`src/rtl/jtpopeye_busarb_if.sv`:
```
// Bundle of CPU, RAM and video-DMA signals around the bus arbiter.
// slave = arbiter side, master = the surrounding CPU/RAM/video logic.
interface jtpopeye_busarb_if #(parameter int AW = 11);
  logic          cpu_cen;
  logic          cpu_busy;
  logic          busrq_n;
  logic          busak_n;
  logic          cpu_hold;
  logic [9:0]    AD_DMA;
  logic          dma_cs;
  logic [7:0]    DD_DMA;
  logic [AW-1:0] cpu_addr;
  logic          cpu_we;
  logic [7:0]    cpu_din;
  logic [AW-1:0] ram_addr;
  logic          ram_we;
  logic [7:0]    ram_din;
  logic [7:0]    ram_dout;
  logic [9:0]    dma_cnt;

  modport slave (
    input  cpu_cen, cpu_busy, busrq_n, AD_DMA, dma_cs, cpu_addr, cpu_we, cpu_din, ram_dout,
    output busak_n, cpu_hold, DD_DMA, ram_addr, ram_we, ram_din, dma_cnt
  );
  modport master (
    output cpu_cen, cpu_busy, busrq_n, AD_DMA, dma_cs, cpu_addr, cpu_we, cpu_din, ram_dout,
    input  busak_n, cpu_hold, DD_DMA, ram_addr, ram_we, ram_din, dma_cnt
  );
endinterface

```
`src/rtl/jtpopeye_busarb.sv`:
```
// Video DMA bus responder: stalls the Z80 at a machine-cycle gap, grants the
// bus with busak_n and steers main RAM to the DMA engine while granted.
module jtpopeye_busarb #(
  parameter int            AW       = 11,
  parameter logic [AW-1:0] DMA_BASE = 11'h400
)(
  input  logic clk,
  input  logic rst,
  jtpopeye_busarb_if.slave bus
);
  typedef enum logic [1:0] {IDLE, WAIT_GAP, GRANT, RELEASE} state_t;

  state_t        state, state_nx;
  logic          busrq_r;
  logic          grant_go, release_go;
  logic          dma_on;
  logic [AW-1:0] dma_addr;

  // RAM ownership follows the registered acknowledge, never the raw state
  assign dma_on       = ~bus.busak_n;
  assign dma_addr     = DMA_BASE + AW'(bus.AD_DMA);
  assign bus.ram_addr = dma_on ? dma_addr : bus.cpu_addr;
  assign bus.ram_we   = ~dma_on & bus.cpu_we;
  assign bus.ram_din  = bus.cpu_din;

  always_comb begin
    state_nx   = state;
    grant_go   = 1'b0;
    release_go = 1'b0;
    case (state)
      IDLE:     if (bus.cpu_cen && !busrq_r) state_nx = WAIT_GAP;
      WAIT_GAP: if (bus.cpu_cen) begin
                  if (busrq_r) state_nx = IDLE;
                  else if (!bus.cpu_busy) begin
                    state_nx = GRANT;
                    grant_go = 1'b1;
                  end
                end
      GRANT:    if (bus.cpu_cen && busrq_r) begin
                  state_nx   = RELEASE;
                  release_go = 1'b1;
                end
      RELEASE:  state_nx = IDLE;
      default:  state_nx = IDLE;
    endcase
  end

  always_ff @(posedge clk) begin
    if (rst) begin
      state        <= IDLE;
      busrq_r      <= 1'b1;
      bus.busak_n  <= 1'b1;
      bus.cpu_hold <= 1'b0;
      bus.DD_DMA   <= 8'd0;
      bus.dma_cnt  <= 10'd0;
    end else begin
      state   <= state_nx;
      busrq_r <= bus.busrq_n;
      if (grant_go)            bus.cpu_hold <= 1'b1;
      else if (state == RELEASE) bus.cpu_hold <= 1'b0;
      // ack lags the hold by one clk on entry, drops on the release edge itself
      bus.busak_n <= ~(state == GRANT && !release_go);
      if (dma_on && bus.dma_cs) bus.DD_DMA <= bus.ram_dout;
      if (grant_go)                  bus.dma_cnt <= 10'd0;
      else if (dma_on && bus.dma_cs) bus.dma_cnt <= bus.dma_cnt + 10'd1;
    end
  end
endmodule

```
`src/flat_wrapper.sv`:
```
// flat-port wrapper written by rule: the top's interface ports become plain ports
module jtpopeye_busarb_flat 
#(
  parameter int            AW       = 11,
  parameter logic [AW-1:0] DMA_BASE = 11'h400
)
  (clk, rst, bus_cpu_cen, bus_cpu_busy, bus_busrq_n, bus_AD_DMA, bus_dma_cs, bus_cpu_addr, bus_cpu_we, bus_cpu_din, bus_ram_dout, bus_busak_n, bus_cpu_hold, bus_DD_DMA, bus_ram_addr, bus_ram_we, bus_ram_din, bus_dma_cnt);
  jtpopeye_busarb_if #(.AW(AW)) bus_i ();
  input  logic clk;
  input  logic rst;
  input wire logic [$bits(bus_i.cpu_cen)-1:0] bus_cpu_cen;
  input wire logic [$bits(bus_i.cpu_busy)-1:0] bus_cpu_busy;
  input wire logic [$bits(bus_i.busrq_n)-1:0] bus_busrq_n;
  input wire logic [$bits(bus_i.AD_DMA)-1:0] bus_AD_DMA;
  input wire logic [$bits(bus_i.dma_cs)-1:0] bus_dma_cs;
  input wire logic [$bits(bus_i.cpu_addr)-1:0] bus_cpu_addr;
  input wire logic [$bits(bus_i.cpu_we)-1:0] bus_cpu_we;
  input wire logic [$bits(bus_i.cpu_din)-1:0] bus_cpu_din;
  input wire logic [$bits(bus_i.ram_dout)-1:0] bus_ram_dout;
  output wire logic [$bits(bus_i.busak_n)-1:0] bus_busak_n;
  output wire logic [$bits(bus_i.cpu_hold)-1:0] bus_cpu_hold;
  output wire logic [$bits(bus_i.DD_DMA)-1:0] bus_DD_DMA;
  output wire logic [$bits(bus_i.ram_addr)-1:0] bus_ram_addr;
  output wire logic [$bits(bus_i.ram_we)-1:0] bus_ram_we;
  output wire logic [$bits(bus_i.ram_din)-1:0] bus_ram_din;
  output wire logic [$bits(bus_i.dma_cnt)-1:0] bus_dma_cnt;
  assign bus_i.cpu_cen = bus_cpu_cen;
  assign bus_i.cpu_busy = bus_cpu_busy;
  assign bus_i.busrq_n = bus_busrq_n;
  assign bus_i.AD_DMA = bus_AD_DMA;
  assign bus_i.dma_cs = bus_dma_cs;
  assign bus_i.cpu_addr = bus_cpu_addr;
  assign bus_i.cpu_we = bus_cpu_we;
  assign bus_i.cpu_din = bus_cpu_din;
  assign bus_i.ram_dout = bus_ram_dout;
  assign bus_busak_n = bus_i.busak_n;
  assign bus_cpu_hold = bus_i.cpu_hold;
  assign bus_DD_DMA = bus_i.DD_DMA;
  assign bus_ram_addr = bus_i.ram_addr;
  assign bus_ram_we = bus_i.ram_we;
  assign bus_ram_din = bus_i.ram_din;
  assign bus_dma_cnt = bus_i.dma_cnt;
  jtpopeye_busarb #(.AW(AW), .DMA_BASE(DMA_BASE)) u_core (.clk(clk), .rst(rst), .bus(bus_i));
endmodule
```
`config.mk`:
```
export PLATFORM = sky130hd
export DESIGN_NAME = jtpopeye_busarb_flat
export DESIGN_NICKNAME = d
export VERILOG_FILES = /design/src/rtl/jtpopeye_busarb_if.sv /design/src/rtl/jtpopeye_busarb.sv /design/src/flat_wrapper.sv
export SDC_FILE = /design/constraint.sdc
export NUM_CORES = 1
export LEC_CHECK = 0
export CAP_MARGIN = 15
export CORE_UTILIZATION = 38
export CTS_BUF_LIST = sky130_fd_sc_hd__clkbuf_8
export DETAILED_ROUTE_END_ITERATION = 10
export PLACE_DENSITY = 0.93
export SKIP_LAST_GASP = 1
export SYNTH_ARGS = -nofsm -noshare
export SYNTH_HDL_FRONTEND = slang
export SYNTH_SLANG_ARGS = --single-unit
```
`constraint.sdc`:
```
create_clock -name clk -period 3.22 [get_ports clk]
set_clock_uncertainty 0.05 [all_clocks]
set_input_delay 0.966 -clock clk [delete_from_list [all_inputs] [get_ports clk]]
set_output_delay 0.966 -clock clk [all_outputs]
set_load 0.05 [all_outputs]
```
* After elaboration in Yosys (flattened, before gate mapping)
Cells that the tools add are included. Widths: inputs -> output; s select.
Cells by class: mux-type cells 15, equal/unequal tests 7, reduce and logical (&&, ||, !) cells 10, add/subtract/negate cells 2, bitwise logic cells 3
Operators with widths (number):
- $add 11x10->11 const A | 1
- $mux 11 | 1
- $add 10x1->10 const B | 1
- $mux 2 | 5
- $mux 1 | 8
- $pmux 2 s4 | 1
- $eq 2x2->1 const B | 2
- $logic_and 1x1->1 | 4
- $ne 2x1->1 const B | 2
- $reduce_and 4->1 | 1
- $ne 3x2->1 const B | 1
- $eq 2x1->1 const B | 1
- $logic_not 1->1 | 2
- $logic_not 2->1 | 1
- $ne 2x2->1 const B | 1
- $not 1->1 | 2
- $reduce_bool 2->1 | 1
- $reduce_or 2->1 | 1
- $and 1x1->1 | 1
Storage, ports and cells: bits of input ports 44, flip-flop bits (word level) 23

* Depth between registers and ports, before layout
depth after elaboration 6, mapped depth 5, mapped depth without buffers 4

* Least setup slack after synthesis
No wires, ideal clock.
kind register -> output, from register u_core.bus.busak_n, to output bus_ram_addr[2], stages on the path, launching flop included 4, arrival time 1540 ps, path slack 664 ps, cells stage by stage dfxtp_1 > buf_2 > buf_2 > mux2_2
Between the ends: longest elaborated chain between the ends 1
RTL lines:
- start, declared | line jtpopeye_busarb_if.sv:23 | output busak_n, cpu_hold, DD_DMA, ram_addr, ram_we, ram_din, dma_cnt
- start signal, assigned | line jtpopeye_busarb.sv:62 | bus.busak_n <= ~(state == GRANT && !release_go);
- $mux 11 | line jtpopeye_busarb.sv:22 | assign bus.ram_addr = dma_on ? dma_addr : bus.cpu_addr;
- end, declared | line flat_wrapper.sv:23 | output wire logic [$bits(bus_i.ram_addr)-1:0] bus_ram_addr;
Every way passes these cells.

* Worst setup path in the final report
from input bus_AD_DMA[0], to output bus_ram_addr[0]
Between the ends: longest elaborated chain between the ends 2
RTL lines:
- start, declared | line flat_wrapper.sv:14 | input wire logic [$bits(bus_i.AD_DMA)-1:0] bus_AD_DMA;
- $add 11x10->11 | line jtpopeye_busarb.sv:21 | assign dma_addr = DMA_BASE + AW'(bus.AD_DMA);
- $mux 11 | line jtpopeye_busarb.sv:22
Every way passes these cells.

==> reports/summary.txt <==
Share of post-route cells with drive strength above 1: 0.172
Ys async rst share: 0
Antenna violations before repair: 0
CP peak stage delay: 0.42 ns
Final hold vios: 0
Max Slew Vio Count: 0
Main synth FF type: dfxtp_1
Cell taking the most area after synthesis: dfxtp_1
Max-Cap Viols: 0
VDD IR max: 0.000380 V
Drt drc: 5
Gr usage total: 0.185
Top post-synthesis cells by count: 23 x dfxtp_1, 20 x nand2_1, 15 x a21oi_1
Worst Path Max Fanout: 1
Fin Setup TNS: 0 ns
Sw Share: 0.248
Highest clock rate: 349 MHz
CTS Buffer Depth: 2
Critical Path Slowest Stage Cell: clkdlybuf4s50_1
Area of the core: 2830 um2
DPL Wire Length: 2390 um
Routed len/inst: 13.7 um
Synthesis-stage register bit count: 23
Setup crit end kind: primary output
PortBufs: 67
Initial Util: 0.415
Combinational share of power: 0.221
TritonCTS buffer count: 3
Die area: 3310 um2
PD cells: 302 nW/um2
Final Cycle Share: 0.889
IO Pins: 84
Relative slew slack: 0.643
Pre-CTS setup slack: 0.367 ns
Syn avg cell area: 8.82 um2
Pin count of the biggest net entering global routing: 18
Via density: 5.12
First-pass GRT wire length: 4740 um
Reg clk slew, reported paths: 0.08 ns
Area share of the largest cell type after synthesis: 0.392
Seq/Total Area, Yosys: 0.392
Min setup slack post-route: 0.357 ns
Final Core Density: 0.699
Worst-path cell chain: clkdlybuf4s50_1 > mux2_2 > buf_12
Min Tclk post-route: 2.86 ns
Post-synth cell types: 36
Final GP Congestion: 0.705
Seq pwr share: 0.483
DR pass1 iterations: 7
Final WL: 3060 um
Setup Fix Bufs, Post-CTS: 0
CP Data Arrival Time: 1.85 ns
Congestion Overflow GR: 0
Failing checks: DRC
Hold Buf Count CTS: 0
Final setup viols: 0
Crit path max-delay family: buffers and inverters
Net load switching power: 0.148 mW
Rows: 19
Worst skew pair latency: 0.27 ns
Yosys warnings: 0
Final ANT Viol Nets: 0
Mapped Area: 1170 um2
Gate Count Post-Synth: 133
Via count: 1142
Top-count cell post-synth: dfxtp_1
Cell Int Power: 0.449 mW
Hold WS: 0.407 ns
Largest cells by area after synthesis: dfxtp_1 39%, mux2_2 9.6%, a21oi_1 6.4%
Number of global-route vias before repair: 1055
Worst slew pin tran: 0.533 ns
Startpoint Class: input pin
Worst EP required: 2.20 ns
CTS resizes: 0
Drt initial violations: 29
Clock power share: 0.297
Hold WC Path Type: flop to flop
Die width: 57.6 um
Crit Path Class: input pin to primary output
Power Total: 0.597 mW
RSZ-0062 raised after global routing: no
CP Buf/Inv Count: 2
Die height: 57.6 um
Clock Sink Count: 23
H-tree Lvls: 1
Status: finished, violations left
Post-synth EDFFs: 0
Final #Nets: 238
# diodes: 0
Leakage: 0.722 nW
Layout area overhead: 68.4%
CTS tree: yes
Syn nets: 178
Clock Tree Root: clkbuf_8
## cells in the final DEF, fill, tap and decap left out, drive strengths merged, types with 2 or more instances in the layout
master | synthesis | final
clkdlybuf4s50 | 0 | 55
dfxtp | 23 | 23
nand2 | 20 | 20
a21oi | 16 | 16
buf | 11 | 14
mux2 | 10 | 10
o21ai | 6 | 6
inv | 4 | 5
nor2b | 4 | 4
or3 | 4 | 4
nor2 | 4 | 4
nand3 | 3 | 3
clkbuf | 3 | 3
nand2b | 3 | 3
nand4b | 3 | 3
o31ai | 2 | 2
or4 | 2 | 2
## cell families (layout without fill, tap and decap cells)
kind of cell | Yosys count | count (layout) | synth area share
simple gates | 49 | 49 | 0.243
compound gates | 29 | 29 | 0.148
flops | 23 | 23 | 0.392
buf+inv | 18 | 77 | 0.0863
mux | 11 | 11 | 0.104
xor+xnor | 2 | 2 | 0.0149
fa+ha+maj | 1 | 1 | 0.0107
## per-layer routing
layer	GRT usage	wire length, um	share of wire	vias to the layer above
met4	0.0418	18	0.0059	0
met5	0	0	0	-
met1	0.206	1190	0.39	535
met2	0.341	1660	0.54	33
li1	-	-	-	572
met3	0.0590	185	0.061	2
## power by group through the flow
stage / logic (mW) / registers, mW / clock network, mW
finish: 0.132 / 0.288 / 0.177
global route: 0.137 / 0.288 / 0.190
CTS: 0.133 / 0.288 / 0.179
detailed placement: 0.132 / 0.295 / 0
global placement: 0.130 / 0.295 / 0
floorplan: 0.0726 / 0.295 / 0
## stage by stage
stage / cells / instance area, um2
floorplan: 133 / 1170
global placement: 219 / 1930
detailed placement: 219 / 1930
CTS: 223 / 1980
global route: 223 / 1980
finish: 223 / 1980
## cell type report
| type | instances | area [um2] |
|---|---|---|
| Tap cell | 31 | 38.8 |
| Sequential cell | 23 | 460 |
| Inverter | 4 | 15.0 |
| Clock buffer | 3 | 41.3 |
| Fill cell | 236 | 852 |
| Clock inverter | 1 | 3.75 |
| Multi-Input combinational cell | 92 | 612 |
| Timing Repair Buffer | 69 | 806 |
## worst min-delay path, cell delays in order (launching register included)
cell and delay, ns:
dfxtp_1 0.31, nand2_1 0.05, a21oi_1 0.05
## path summary, 6_finish.rpt
check / slack (ns) / start / to / cells after the start
worst max-delay path: 0.36 / bus_AD_DMA[0] / bus_ram_addr[0] / 3
worst min-delay path: 0.41 / u_core.bus.DD_DMA[7] / u_core.bus.DD_DMA[7] / 2
worst max register to register: 1.65 / u_core.bus.dma_cnt[0] / u_core.bus.dma_cnt[8] / 4
worst min register to register: 0.41 / u_core.bus.DD_DMA[7] / u_core.bus.DD_DMA[7] / 2
## registers in the layout, indices dropped and copies added (netlist names), named ones only
register and flops:
u_core.bus.dma_cnt 10, u_core.bus.DD_DMA 8, u_core.bus.busak_n 1, u_core.bus.cpu_hold 1, u_core.busrq_r 1, u_core.state 1
Note: power is estimated with default switching activity, not from simulation.
